--- config.mk ---
export PLATFORM = sky130hd
export DESIGN_NAME = sevenseg_scan
export DESIGN_NICKNAME = d
export VERILOG_FILES = /design/src/rtl/sevenseg_scan.sv
export SDC_FILE = /design/constraint.sdc
export NUM_CORES = 1
export LEC_CHECK = 0
export BUFFER_PORTS_ARGS = -buffer_cell sky130_fd_sc_hd__buf_2
export CAP_MARGIN = 15
export CORE_ASPECT_RATIO = 1.4
export CORE_MARGIN = 8
export CORE_UTILIZATION = 57
export DETAILED_ROUTE_END_ITERATION = 8
export MAX_ROUTING_LAYER = met4
export PLACE_DENSITY = 0.76
export SYNTH_ARGS = -nofsm -noshare
export SYNTH_HDL_FRONTEND = slang
export SYNTH_SLANG_ARGS = --single-unit
--- constraint.sdc ---
create_clock -name clk -period 4.95 [get_ports clk]
set_clock_uncertainty 0.15 [all_clocks]
set_input_delay 0.2475 -clock clk [delete_from_list [all_inputs] [get_ports clk]]
set_output_delay 0.2475 -clock clk [all_outputs]
set_load 0.005 [all_outputs]
--- src/rtl/sevenseg_scan.sv ---
`default_nettype none
// +--------------------------------------------------------------------------+
// | sevenseg_scan: time-multiplexed common-anode seven-segment driver with   |
// | per-digit blanking gap, frame-latched shadow inputs and leading-zero     |
// | suppression.                                                             |
// | Revision: 1.0                                                            |
// +--------------------------------------------------------------------------+
module sevenseg_scan #(
  parameter int DIGITS       = 4,
  parameter int DIGIT_CYCLES = 50000,
  parameter int BLANK_CYCLES = 500
) (
  input  logic                  clk,
  input  logic                  rst,
  input  logic [4*DIGITS-1:0]   value_i,
  input  logic [DIGITS-1:0]     dp_i,
  input  logic                  lz_en_i,
  output logic [6:0]            seg_no,
  output logic                  dp_no,
  output logic [DIGITS-1:0]     an_no,
  output logic                  frame_o
);

  localparam int MAX_CYCLES = (DIGIT_CYCLES > BLANK_CYCLES) ? DIGIT_CYCLES : BLANK_CYCLES;
  localparam int CNT_W      = $clog2(MAX_CYCLES + 1);
  localparam int IDX_W      = (DIGITS > 1) ? $clog2(DIGITS) : 1;

  localparam logic [CNT_W-1:0] ON_LAST    = CNT_W'(DIGIT_CYCLES - 1);
  localparam logic [CNT_W-1:0] BLANK_LAST = CNT_W'(BLANK_CYCLES - 1);
  localparam logic [IDX_W-1:0] IDX_LAST   = IDX_W'(DIGITS - 1);

  typedef enum logic [0:0] {
    ST_BLANK = 1'b0,
    ST_ON    = 1'b1
  } state_t;

  state_t                state_q, state_d;
  logic [IDX_W-1:0]      idx_q, idx_d;
  logic [CNT_W-1:0]      cnt_q, cnt_d;
  logic [4*DIGITS-1:0]   shadow_val_q, shadow_val_d;
  logic [DIGITS-1:0]     shadow_dp_q, shadow_dp_d;
  logic                  shadow_lz_q, shadow_lz_d;
  logic [6:0]            seg_q, seg_d;
  logic                  dp_q, dp_d;
  logic [DIGITS-1:0]     an_q, an_d;
  logic                  frame_q, frame_d;

  logic                  load;
  logic                  zero_above;
  logic                  suppress;
  logic [3:0]            nibble;

  function automatic logic [6:0] hex7(input logic [3:0] n);
    case (n)
      4'h0:    hex7 = 7'b1000000;
      4'h1:    hex7 = 7'b1111001;
      4'h2:    hex7 = 7'b0100100;
      4'h3:    hex7 = 7'b0110000;
      4'h4:    hex7 = 7'b0011001;
      4'h5:    hex7 = 7'b0010010;
      4'h6:    hex7 = 7'b0000010;
      4'h7:    hex7 = 7'b1111000;
      4'h8:    hex7 = 7'b0000000;
      4'h9:    hex7 = 7'b0010000;
      4'hA:    hex7 = 7'b0001000;
      4'hB:    hex7 = 7'b0000011;
      4'hC:    hex7 = 7'b1000110;
      4'hD:    hex7 = 7'b0100001;
      4'hE:    hex7 = 7'b0000110;
      default: hex7 = 7'b0001110;
    endcase
  endfunction

  always_comb begin
    state_d      = state_q;
    idx_d        = idx_q;
    cnt_d        = cnt_q + CNT_W'(1);
    shadow_val_d = shadow_val_q;
    shadow_dp_d  = shadow_dp_q;
    shadow_lz_d  = shadow_lz_q;
    load         = 1'b0;

    case (state_q)
      ST_BLANK: begin
        if (cnt_q == BLANK_LAST) begin
          state_d = ST_ON;
          cnt_d   = '0;
          load    = (idx_q == '0);
        end
      end
      default: begin
        if (cnt_q == ON_LAST) begin
          state_d = ST_BLANK;
          cnt_d   = '0;
          idx_d   = (idx_q == IDX_LAST) ? '0 : idx_q + IDX_W'(1);
        end
      end
    endcase

    // Loading bypasses into the output decode so the first lit digit of a
    // frame already reflects the freshly captured inputs.
    if (load) begin
      shadow_val_d = value_i;
      shadow_dp_d  = dp_i;
      shadow_lz_d  = lz_en_i;
    end

    zero_above = 1'b1;
    suppress   = 1'b0;
    for (int k = DIGITS - 1; k >= 0; k--) begin
      zero_above = zero_above & (shadow_val_d[4*k +: 4] == 4'h0);
      if ((k > 0) && (k == int'(idx_d))) begin
        suppress = shadow_lz_d & zero_above;
      end
    end

    nibble  = shadow_val_d[{idx_d, 2'b00} +: 4];
    frame_d = (state_d == ST_BLANK) && (idx_d == '0) && (cnt_d == BLANK_LAST);
    seg_d   = '1;
    dp_d    = 1'b1;
    an_d    = '1;
    if (state_d == ST_ON) begin
      dp_d = ~shadow_dp_d[idx_d];
      if (!suppress) begin
        an_d  = ~(DIGITS'(1) << idx_d);
        seg_d = hex7(nibble);
      end
    end
  end

  always_ff @(posedge clk) begin
    if (rst) begin
      state_q      <= ST_BLANK;
      idx_q        <= '0;
      cnt_q        <= '0;
      shadow_val_q <= '0;
      shadow_dp_q  <= '0;
      shadow_lz_q  <= 1'b0;
      seg_q        <= '1;
      dp_q         <= 1'b1;
      an_q         <= '1;
      frame_q      <= 1'b0;
    end else begin
      state_q      <= state_d;
      idx_q        <= idx_d;
      cnt_q        <= cnt_d;
      shadow_val_q <= shadow_val_d;
      shadow_dp_q  <= shadow_dp_d;
      shadow_lz_q  <= shadow_lz_d;
      seg_q        <= seg_d;
      dp_q         <= dp_d;
      an_q         <= an_d;
      frame_q      <= frame_d;
    end
  end

  assign seg_no  = seg_q;
  assign dp_no   = dp_q;
  assign an_no   = an_q;
  assign frame_o = frame_q;

endmodule
`default_nettype wire

==> run summary <==
P_leak -> 1.210 nW
# resized after CTS -> 0
Most common cell after layout, fill and taps aside -> dfxtp_1
Mapped cell area -> 2770 um^2
Most frequent cells in the layout -> dfxtp_1, nor2_1, nand2_1
Worst R2R Path Depth -> 11
RSZ-0062 raised after global routing -> false
Worst hold start -> value_i[1]
Worst vdd ir -> 158.1 uV
Post-DP Area -> 2975 um^2
Clock Path Buffers -> 2
Sequential cell area -> 1061 um^2
Fmax -> 252.2 MHz
Wire length per cell -> 14.79 um
Number of global-route vias before repair -> 2288
N_diodes -> 0
Least-Margin Pin Slew -> 660.1 ps
Min-Delay Path Depth -> 3
Critical Path AT -> 3970 ps
GPL Wtd Cong -> 0.9011
Synth Warn # -> 0
Post-synth top area cell -> dfxtp_1
Worst-Skew Late Latency -> 310 ps
Async SR Flop Fraction -> 0
DRC -> 0
Share of layout cells above drive strength 1 -> 0.1953
Total core area -> 4767 um^2
Setup TNS -> 0 ps
DIE AREA -> 7379 um^2
PortBufs -> 35
Initial Util -> 0.5811
Area Growth Syn to Fin -> 11.74%
Status -> complete, no violations
Synth Area per Inst -> 9.053 um^2
Crit path capture type -> register
Critical path buffers and inverters -> 2
Worst setup path class -> reg2reg
Total CTS buffers -> 5
Synth Instances -> 306
Nets -> 369
First-pass GRT wire length -> 10250 um
Post-place setup slack -> 1027 ps
Clock slew at reported path FFs -> 100 ps
Max incr delay on CP -> 630 ps
Max cap viols -> 0
Root buffer cell -> clkbuf_8
Core Rows -> 30
Final Hold Vio Count -> 0
Worst reg2reg setup slack -> 980 ps
Largest net degree at the start of global routing -> 28
Antenna Nets Post-Route -> 0
Hpwl dp -> 4591 um
Sink Count -> 53
Top post-synthesis cells by area -> dfxtp_1, mux2i_1, nor2_1
Worst setup SP type -> register
Ys flop type -> dfxtp_1
Final setup margin -> 984.8 ps
Data required time of the worst path -> 4960 ps
Worst R2R Start -> cnt_q[10]
Starting DRT DRC Count -> 81
CTS tree -> built
R2r endpoint -> seg_no[3]
Worst hold path type -> in2reg
Yosys reg bits -> 53
Multi-input combinational cell area -> 1592 um^2
Worst-path cell chain -> or4_4, nor4_4, mux2i_1, mux4_2, mux2i_4, inv_1, ha_1, inv_1, a211oi_1, a211oi_1, o21ai_1
Syn Nets -> 338
Initial antenna violation count -> 0
Overall Global Routing Usage -> 0.1792
Post-Route WL -> 5945 um
Chip height -> 98.49 um
Period utilisation layout -> 0.8010
Min Tclk post-route -> 3965 ps
Final Cell Area -> 3095 um^2
Delay-heaviest family, CP -> multiplexers
IO Count -> 36
Via count -> 2262
Relative slew slack -> 0.5474
Total grt overflow -> 0
Post-synth EDFFs -> 0
# H-tree levels -> 2
Hold_buf cts -> 0
PD cells -> 245.3 nW/um^2
# setup viols final -> 0
WHS Endpoint -> shadow_val_q[1]
CP Max Fanout -> 9
Fill cells -> 441
Postcts setup bufs -> 0
Post-synthesis sequential area ratio -> 0.3830
Die W -> 74.92 um
Final Max Slew Viols -> 0
Total power -> 0.0007594 W
First-pass iteration count of the detailed router -> 4
Yosys top cell area share -> 0.3830
Vias per inst -> 5.627
Synth unique cells -> 52
Critical Path Slowest Stage Cell -> nor4_4
-- metrics by stage --
stage / hold slack, ps / std cells / util
after floorplan: 238.0 / 306 / -
after global placement: 287.9 / 394 / 0.6241
after detailed placement: 291.6 / 394 / 0.6241
after CTS: 27.84 / 402 / 0.6493
after global routing: 35.78 / 402 / 0.6493
final: 31.86 / 402 / 0.6493
-- routing by layer --
| metal | global-route usage | vias to the layer above | share of wire |
|---|---|---|---|
| li1 | - | 1142 | - |
| met1 | 0.2030 | 1048 | 0.44 |
| met2 | 0.2937 | 57 | 0.50 |
| met3 | 0.03862 | 15 | 0.039 |
| met4 | 0.06970 | 0 | 0.024 |
| met5 | - | - | 0 |
-- worst max-delay path by stage --
stage | start | end | slack, ps | cells past startpoint
6_report | cnt_q[10] | seg_no[3] | 980 | 11
3_5_place_dp | cnt_q[10] | seg_no[3] | 1030 | 11
2_1_floorplan | cnt_q[10] | seg_no[0] | 1190 | 11
3_3_place_gp | cnt_q[10] | seg_no[0] | 1210 | 10
5_1_grt | cnt_q[10] | seg_no[3] | 720 | 11
4_1_cts | cnt_q[10] | seg_no[3] | 990 | 11
-- tightest hold or removal path, delay by kind of cell --
family / cells / cell delay [ps]
AO/OA/AOI/OAI: 1 / 50
AND/OR/NAND/NOR: 1 / 50
buffers and inverters: 1 / 100
-- state kept, by name, summed over array words and instances, names as in the netlist --
| signal | count |
|---|---|
| cnt_q | 16 |
| shadow_val_q | 16 |
| seg_no | 7 |
| an_no | 4 |
| shadow_dp_q | 4 |
| idx_q | 2 |
| dp_no | 1 |
| frame_o | 1 |
| shadow_lz_q | 1 |
| state_q | 1 |
-- report_power, final --
group	switching (W)	total [W]	internal (W)
combinational	0.0000135	0.0000243	0.0000109
clock	0.000140	0.000305	0.000165
sequential	0.00000237	0.000430	0.000428
-- cell usage after synthesis, types with 2 or more instances --
| cell | instances |
|---|---|
| mux2i_1 | 19 |
| inv_1 | 11 |
| and2_1 | 2 |
| or4b_1 | 3 |
| buf_6 | 2 |
| a21oi_2 | 2 |
| o21ai_1 | 2 |
| nor3_1 | 5 |
| clkbuf_1 | 9 |
| xor2_1 | 10 |
| nor4_4 | 2 |
| a21oi_1 | 15 |
| mux2_1 | 2 |
| nor2_1 | 39 |
| nand3_1 | 15 |
| o221ai_1 | 2 |
| mux2i_4 | 2 |
| mux4_2 | 4 |
| o21ai_0 | 3 |
| o211ai_1 | 2 |
| nand4b_1 | 4 |
| nand2_1 | 36 |
| xnor2_1 | 6 |
| nor2b_1 | 3 |
| o31ai_1 | 2 |
| mux2_2 | 3 |
| dfxtp_1 | 53 |
| nand4_1 | 6 |
| a211oi_1 | 4 |
| nor4_1 | 7 |
| o311ai_1 | 2 |
| ha_1 | 9 |
-- layout make-up --
type,instances,share of cell area
inverter,12,0.01455
timing repair buffer,38,0.06386
clock buffer,6,0.02668
clock inverter,2,0.01213
multi-input combinational,227,0.5141
tap,64,0.02587
sequential,53,0.3428
-- logic make-up (layout without fill, tap and decap cells) --
group | after synthesis | in the layout | synth area share
buffers and inverters | 26 | 58 | 0.04245
muxes | 31 | 31 | 0.1432
and+or+nand+nor | 131 | 131 | 0.2421
AOI/OAI and AO/OA | 40 | 40 | 0.09801
xor gates and xnor gates | 16 | 16 | 0.05059
adders and majority gates | 9 | 9 | 0.04065
DFF | 53 | 53 | 0.3830
Power figures use the tool's default switching activity.
